<file path="config.mk">
export PLATFORM = sky130hd
export DESIGN_NAME = ext_pipe
export DESIGN_NICKNAME = d
export VERILOG_FILES = /design/src/rtl/ext_pkg.sv /design/src/rtl/ext_core.sv /design/src/rtl/ext_pipe.sv
export SDC_FILE = /design/constraint.sdc
export NUM_CORES = 1
export LEC_CHECK = 0
export CAP_MARGIN = 20
export CORE_MARGIN = 2
export CORE_UTILIZATION = 40
export CTS_BUF_LIST = sky130_fd_sc_hd__clkbuf_4
export CTS_CLUSTER_DIAMETER = 40
export CTS_CLUSTER_SIZE = 40
export DETAILED_ROUTE_END_ITERATION = 7
export HOLD_SLACK_MARGIN = 0.15
export SLEW_MARGIN = 10
export SYNTH_ARGS = -nofsm -noshare
export SYNTH_HDL_FRONTEND = slang
export SYNTH_SLANG_ARGS = --single-unit
</file>
<file path="constraint.sdc">
create_clock -name i_clk -period 1.7 [get_ports i_clk]
set_input_delay 0.17 -clock i_clk [delete_from_list [all_inputs] [get_ports i_clk]]
set_output_delay 0.17 -clock i_clk [all_outputs]
set_load 0.05 [all_outputs]
</file>
<file path="src/rtl/ext_pkg.sv">
// Shared constants for the ext_pipe immediate extender: mode selects and
// pipeline state encodings. Optional build macro: EXT_PIPE_PERF_EN.
package ext_pkg;

  // Extension mode selects, as driven on i_mode
  localparam logic [1:0] EXT_SEXT  = 2'b00;
  localparam logic [1:0] EXT_ZEXT  = 2'b01;
  localparam logic [1:0] EXT_UPPER = 2'b10;
  localparam logic [1:0] EXT_SHL   = 2'b11;

  // Pipeline occupancy states: no beat, output register only, output + skid
  localparam logic [1:0] EMPTY = 2'd0;
  localparam logic [1:0] FULL1 = 2'd1;
  localparam logic [1:0] FULL2 = 2'd2;

endpackage

</file>
<file path="src/rtl/ext_core.sv">
// Combinational extension core for ext_pipe. Selects one of four ways to
// widen an immediate field: sign extend, zero extend, upper placement (LUI),
// or sign extend followed by a left shift (branch offsets).
module ext_core
  import ext_pkg::*;
#(
  parameter int REG_IN_SIZE  = 16,
  parameter int REG_OUT_SIZE = 32,
  parameter int BR_SHIFT     = 2
) (
  input  logic [REG_IN_SIZE-1:0]  reg_i,
  input  logic [1:0]              mode_i,
  output logic [REG_OUT_SIZE-1:0] reg_o
);

  localparam int PAD = REG_OUT_SIZE - REG_IN_SIZE;

  logic [REG_OUT_SIZE-1:0] sextVal;
  logic [REG_OUT_SIZE-1:0] zextVal;
  logic [REG_OUT_SIZE-1:0] upperVal;
  logic [REG_OUT_SIZE-1:0] shlVal;

  assign sextVal  = {{PAD{reg_i[REG_IN_SIZE-1]}}, reg_i};
  assign zextVal  = {{PAD{1'b0}}, reg_i};
  assign upperVal = {reg_i, {PAD{1'b0}}};
  assign shlVal   = sextVal << BR_SHIFT;

  // Mode mux: pick the extended form requested by the decoder
  always_comb begin
    reg_o = sextVal;
    case (mode_i)
      EXT_SEXT:  reg_o = sextVal;
      EXT_ZEXT:  reg_o = zextVal;
      EXT_UPPER: reg_o = upperVal;
      EXT_SHL:   reg_o = shlVal;
      default:   reg_o = sextVal;
    endcase
  end

endmodule

</file>
<file path="src/rtl/ext_pipe.sv">
// Registered multi-mode immediate extender between decode and execute.
// The field is extended on the way in, then held in an output register
// backed by a skid register so that o_ready is always a flop output and
// execute-stage stalls never create a combinational ready path.
// Optional build macro: EXT_PIPE_PERF_EN adds o_stall_cnt, a saturating
// count of cycles where a beat is offered but not taken downstream.
module ext_pipe
  import ext_pkg::*;
#(
  parameter int REG_IN_SIZE  = 16,
  parameter int REG_OUT_SIZE = 32,
  parameter int BR_SHIFT     = 2
) (
  input  logic                    i_clk,
  input  logic                    i_reset,
  input  logic                    i_valid,
  output logic                    o_ready,
  input  logic [REG_IN_SIZE-1:0]  i_reg,
  input  logic [1:0]              i_mode,
  output logic                    o_valid,
  input  logic                    i_ready,
  output logic [REG_OUT_SIZE-1:0] o_reg
`ifdef EXT_PIPE_PERF_EN
  ,
  output logic [15:0]             o_stall_cnt
`endif
);

  logic [REG_OUT_SIZE-1:0] extVal;

  logic [1:0]              state_q,    state_d;
  logic [REG_OUT_SIZE-1:0] outReg_q,   outReg_d;
  logic [REG_OUT_SIZE-1:0] skidReg_q,  skidReg_d;
  logic                    outValid_q, outValid_d;
  logic                    inReady_q,  inReady_d;

  logic inXfer;
  logic outXfer;

  ext_core #(
    .REG_IN_SIZE (REG_IN_SIZE),
    .REG_OUT_SIZE(REG_OUT_SIZE),
    .BR_SHIFT    (BR_SHIFT)
  ) u_core (
    .reg_i (i_reg),
    .mode_i(i_mode),
    .reg_o (extVal)
  );

  assign inXfer  = i_valid && inReady_q;
  assign outXfer = outValid_q && i_ready;

  assign o_ready = inReady_q;
  assign o_valid = outValid_q;
  assign o_reg   = outReg_q;

  // Next-state logic: route the new beat to the output or skid register and
  // precompute the flags so valid/ready come straight from flops
  always_comb begin
    state_d   = state_q;
    outReg_d  = outReg_q;
    skidReg_d = skidReg_q;
    case (state_q)
      EMPTY: begin
        if (inXfer) begin
          outReg_d = extVal;
          state_d  = FULL1;
        end
      end
      FULL1: begin
        if (inXfer && outXfer) begin
          outReg_d = extVal;
        end else if (outXfer) begin
          state_d = EMPTY;
        end else if (inXfer) begin
          skidReg_d = extVal;
          state_d   = FULL2;
        end
      end
      FULL2: begin
        if (outXfer) begin
          outReg_d = skidReg_q;
          state_d  = FULL1;
        end
      end
      default: state_d = EMPTY;
    endcase
    outValid_d = (state_d != EMPTY);
    inReady_d  = (state_d != FULL2);
  end

  // Pipeline registers; a low reset drops any in-flight or skid beat
  always_ff @(posedge i_clk) begin
    if (!i_reset) begin
      state_q    <= EMPTY;
      outReg_q   <= '0;
      skidReg_q  <= '0;
      outValid_q <= 1'b0;
      inReady_q  <= 1'b1;
    end else begin
      state_q    <= state_d;
      outReg_q   <= outReg_d;
      skidReg_q  <= skidReg_d;
      outValid_q <= outValid_d;
      inReady_q  <= inReady_d;
    end
  end

`ifdef EXT_PIPE_PERF_EN
  logic [15:0] stallCnt_q;

  // Stall counter: cycles where a beat waits on downstream, sticks at all-ones
  always_ff @(posedge i_clk) begin
    if (!i_reset) begin
      stallCnt_q <= '0;
    end else if (outValid_q && !i_ready && (stallCnt_q != 16'hFFFF)) begin
      stallCnt_q <= stallCnt_q + 16'd1;
    end
  end

  assign o_stall_cnt = stallCnt_q;
`endif

endmodule

</file>
### Yosys cells after proc, flatten, opt, wreduce, memory -nomap -nowiden

Index checks and enable logic that the tools add are counted.

| cells by class | value |
|---|---|
| add/sub/neg operators | 0 |
| muxes and demuxes | 11 |
| shifts and indexed selects | 0 |
| equality and inequality tests | 9 |
| div/mod/pow operators | 0 |
| multiply operators | 0 |
| reduce and logical (&&, ||, !) cells | 9 |
| bitwise operators | 2 |
| order comparisons | 0 |

Operators by type and width:

| cell | count |
|---|---|
| one-hot mux 32 bit (4 select lines) | 1 |
| 2-to-1 mux 32 bit | 3 |
| one-hot mux 32 bit (3 select lines) | 1 |
| 2-to-1 mux 2 bit | 5 |
| inequality test 2 bit, second input constant | 4 |
| AND reduction 4 bit | 2 |
| == test 2 bit, second input constant | 3 |
| one-hot mux 2 bit (3 select lines) | 1 |
| == test 2 x 1 -> 1 bit, second input constant | 2 |
| logical NOT 2 bit | 2 |
| logical AND 1 bit | 3 |
| nonzero test 3 bit | 1 |
| inverter 1 bit | 2 |
| nonzero test 2 bit | 1 |

| storage, ports and cells | value |
|---|---|
| flip-flop bits (word level) | 68 |
| memories kept | 0 |
| word-level logic and storage cells | 36 |
| ROM bits | 0 |
| bits in latches | 0 |
| bits in writable memories | 0 |
| input bits | 22 |

### Longest topological paths before layout

| logic depth | value |
|---|---|
| depth in word-level cells | 6 |
| mapped depth | 7 |

### Hierarchy

Synthesis repeated with hierarchy kept, for this count alone.

| unflattened totals | value |
|---|---|
| cell total of the unflattened synthesis | 383 |
| area, all modules | 3,557.2 µm² |

By module, submodules not included:

| module | times used | cells an instance | area each (µm²) |
|---|---|---|---|
| ext_pipe | 1 | 323 | 3,045.4 |
| ext_core | 1 | 60 | 511.7 |

### Worst setup path after synthesis

OpenSTA, ideal clock, no wires.

| timing path | value |
|---|---|
| path kind | register -> register |
| start point | register inReady_q (netlist: o_ready) |
| end point | register outReg_q[20] (netlist: o_reg[20]) |
| setup slack | -33 ps |
| setup time | 75 ps |
| period minus slack after synthesis | 1,733 ps |
| stages on the path, launching flop included | 7 |
| path buffers | 2 |
| arrival time | 1,658 ps |
| cell sequence | dfxtp_1 > nand3b_1 > nor2_1 > buf_2 > buf_4 > o221ai_1 > o22ai_1 |

| on the way | value |
|---|---|
| cells in the longest elaborated chain, start to end | 4 |

Ends and longest elaborated chain:

| element | line | text |
|---|---|---|
| start, declared | ext_pipe.sv:35 | `logic inReady_q, inReady_d;` |
| start signal, assigned | ext_pipe.sv:105 | `inReady_q <= inReady_d;` |
| logical AND 1 bit (*) | ext_pipe.sv:50 | `assign inXfer = i_valid && inReady_q;` |
| logical AND 1 bit | ext_pipe.sv:71 | `if (inXfer && outXfer) begin` |
| inequality test 2 bit (no line) | -- |  |
| AND reduction 4 bit (no line) (*) | -- |  |
| end signal, assigned | ext_pipe.sv:102 | `outReg_q <= outReg_d;` |
| end, declared | ext_pipe.sv:32 | `logic [REG_OUT_SIZE-1:0] outReg_q, outReg_d;` |

Mark *: on every way between the ends. The rest lies on a longest branch, timed or not.
A chain may end at the register's enable or synchronous reset.

### Final worst setup path

| timing path | value |
|---|---|
| start point | register state_q[1] |
| end point | register outReg_q[26] (netlist: o_reg[26]) |

| on the way | value |
|---|---|
| cells in the longest elaborated chain, start to end | 3 |

Ends and longest elaborated chain:

| element | line | text |
|---|---|---|
| start, declared | ext_pipe.sv:31 | `logic [1:0] state_q, state_d;` |
| start signal, assigned | ext_pipe.sv:101 | `state_q <= state_d;` |
| == test 2 x 1 -> 1 bit, or another cell as far along | ext_pipe.sv:63 | `case (state_q)` |
| inequality test 2 bit (no line) or nonzero test 3 bit (tied branches) | -- |  |
| AND reduction 4 bit (no line) | -- |  |

Several ways; a longest one is shown, not always the timed one.

==> metrics.txt <==
status=finished, final reports clean; maximum vdd ir drop=0.476 mV; Mapped Cells=373; Ys Warns=0; Hold Crit Endpoint=skidReg_q[0]; fin cells=533; CP arrival=1.93 ns; static leakage=1.51 nW; hold path start=i_reset; routability cong.=0.779; Netlist Area Pre-Place=0.00312 mm²; core area=0.00765 mm²; post-synthesis cell type count=37; largest net degree at the start of global routing=30; drt first pass iters=4; max-slew violation count=0; WS Path Type=reg2reg; ant diodes=0; GRT overflow=0; I/O pins=56; # DRC=0; fin crit period=1.56 ns; Hold Slack=0.232 ns; CP required=2.06 ns; Syn Nets=395; reg2reg start=state_q[1]; final hold violations=0; RSZ-0062 raised after global routing=no; htree depth=3; register area share after synthesis=43.7%; Die H=92.3 µm; WL final=8230 µm; register area=0.00136 mm²; Tot GR Track Use=20.4%; Area Overhead vs Synth=26.4%; Antenna Nets Post-Route=0; Port Buf Inserts=55; DRT iter0 DRCs=164; Hold WC Path Type=in2reg; die width=92.3 µm; Synth Register Bits=68; Reg clk slew, reported paths=0.11 ns; Crit path depth=5; Mean Syn Cell Area=8.36 µm²; PD cells=998 mW/mm²; Root Driver=clkbuf_4; Hold Path Depth=3; first-pass GRT wire length=13800 µm; CP max FO=14; crit share post-route=92.0%; layout cells sized above 1=14.8%; worst path cell trace=nand3b_1 -> a21oi_2 -> buf_4 -> o221ai_1 -> o22ai_1; CTS buffer count=9; Worst Reg-to-Reg Cells=5; CP max-delay cell=dfxtp_1; clock buffer depth=2; initial core utilization=40.8%; CP startpoint kind=flip-flop; CP Capture Type=flip-flop; vias per cell=5.36; Least-Margin Pin Slew=0.502 ns; Die ar.=0.00852 mm²; Final Net Count=448; total number of vias=2856; final setup violation count=0; reg-to-reg slack, setup=0.14 ns; Layout fillers=750; Worst-Skew Late Latency=0.43 ns; multi-input logic area=0.00156 mm²; vias in the first global route=2758; DPL Wire Length=5700 µm; critical path's largest stage delay=0.37 ns; placed cells=517; CTS tree=built; clock skew=0.00898 ns; Sink Count=68; antenna violations before repair=0; routed wire length per instance=15.4 µm; RR Endpoint=o_reg[26]; Slew headroom=66.7%; Buf+Inv Stages, Crit Path=1; Std-Cell Rows=32; max cap viols=0; f_max=639 MHz; Largest delay share family, worst path=compound AO/OA/AOI/OAI gates
[per-layer routing]
| metal | vias up | track usage [%] | part of all wire, % |
|---|---|---|---|
| met3 | 12 | 4.64 | 4.8 |
| li1 | 1458 | - | - |
| met2 | 73 | 30.4 | 43 |
| met5 | - | 0 | 0 |
| met1 | 1313 | 29.1 | 50 |
| met4 | 0 | 6.97 | 1.4 |
[kinds of logic (layout without fill, tap and decap cells)]
kind of cell / Yosys count / count (layout) / share of synthesized area (%)
mux: 5 / 5 / 1.65
compound gates: 117 / 117 / 27.4
buf+inv: 41 / 99 / 6.62
flops: 68 / 68 / 43.7
simple gates: 142 / 142 / 20.7
[worst max-delay path by stage]
stage	end	slack, ns	start
2_1_floorplan	skidReg_q[23]	0.02	o_valid
3_3_place_gp	o_reg[12]	-0.04	i_valid
3_5_place_dp	skidReg_q[28]	-0.07	i_valid
4_1_cts	o_reg[6]	0.12	state_q[1]
5_1_grt	o_reg[29]	0.02	state_q[1]
6_report	o_reg[26]	0.14	state_q[1]
[per-stage QoR]
step	instance area [µm²]	utilization [%]	setup slack [ns]	setup TNS, ns	power (W)
after floorplan	3120	-	0.0212	0	0.00258
after global placement	3820	50.0	-0.0438	-1.03	0.00294
after detailed placement	3820	50.0	-0.0696	-2.07	0.00295
after CTS	3930	51.4	0.115	0	0.00396
after global routing	3940	51.6	0.0194	0	0.00415
final	3940	51.6	0.135	0	0.00394
[area by class of cell]
class                           count  share of cell area (%)
Multi-Input combinational cell    264                    39.6
Inverter                            2                   0.190
Sequential cell                    68                    34.6
Clock inverter                      6                    1.40
Tap cell                          102                    3.24
Clock buffer                       10                    1.90
Timing Repair Buffer               81                    19.1
[report_power, final]
part	total (W)	internal, W	switching [W]
registers	0.00181	0.00173	0.0000759
clock network	0.00104	0.000450	0.000594
logic	0.00108	0.000409	0.000675
total	0.00394	0.00259	0.00135
[worst register-to-register path: stages, from the launching register on]
cell	delay, ns
dfxtp_1	0.37
nand3b_1	0.24
a21oi_2	0.30
buf_4	0.27
o221ai_1	0.16
o22ai_1	0.17
[Yosys cell counts]
cell / instances / area [µm²]
dfxtp_1: 68 / 1360
nand2_1: 63 / 236
nor2_1: 34 / 128
o22ai_1: 29 / 181
nor2b_1: 18 / 113
a211oi_1: 15 / 113
and3_1: 15 / 93.8
clkbuf_1: 15 / 56.3
o221ai_1: 15 / 131
a311oi_1: 14 / 123
buf_2: 14 / 70.1
o21a_1: 14 / 105
a21oi_1: 12 / 60.1
a31oi_1: 5 / 31.3
buf_4: 5 / 37.5
mux2i_1: 4 / 40.0
nand3_1: 4 / 20.0
o211a_1: 3 / 30.0
o21ai_0: 3 / 15.0
and2_1: 2 / 12.5
buf_1: 2 / 7.51
buf_6: 2 / 22.5
inv_1: 2 / 7.51
nand2b_1: 2 / 12.5
a21o_1: 1 / 7.51
a21oi_2: 1 / 8.76
a22oi_1: 1 / 7.51
and3b_1: 1 / 8.76
clkbuf_2: 1 / 5.00
mux2_2: 1 / 11.3
nand3b_1: 1 / 7.51
nand4_1: 1 / 6.26
o211ai_1: 1 / 7.51
o21ai_2: 1 / 8.76
o21ai_4: 1 / 16.3
o31a_1: 1 / 8.76
or2_1: 1 / 6.26
[cells in the final DEF, fill, tap and decap left out, types with 5 or more instances in the layout]
cell,instances
nor2b_1,18
buf_12,6
dfxtp_1,67
clkbuf_4,10
a311oi_1,14
clkdlybuf4s50_1,20
buf_4,36
o221ai_1,15
a21oi_1,12
nand2_1,63
and3_1,14
o22ai_1,29
o21a_1,14
a31oi_1,5
nor2_1,33
dlygate4sd2_1,18
a211oi_1,15
[timing repair]
action,CTS,global route
hold buffers,0,0
setup buffers,0,0
setup endpoints to repair,18,12
resized for setup,18,2
No activity file was read; power rests on OpenSTA's default activity.
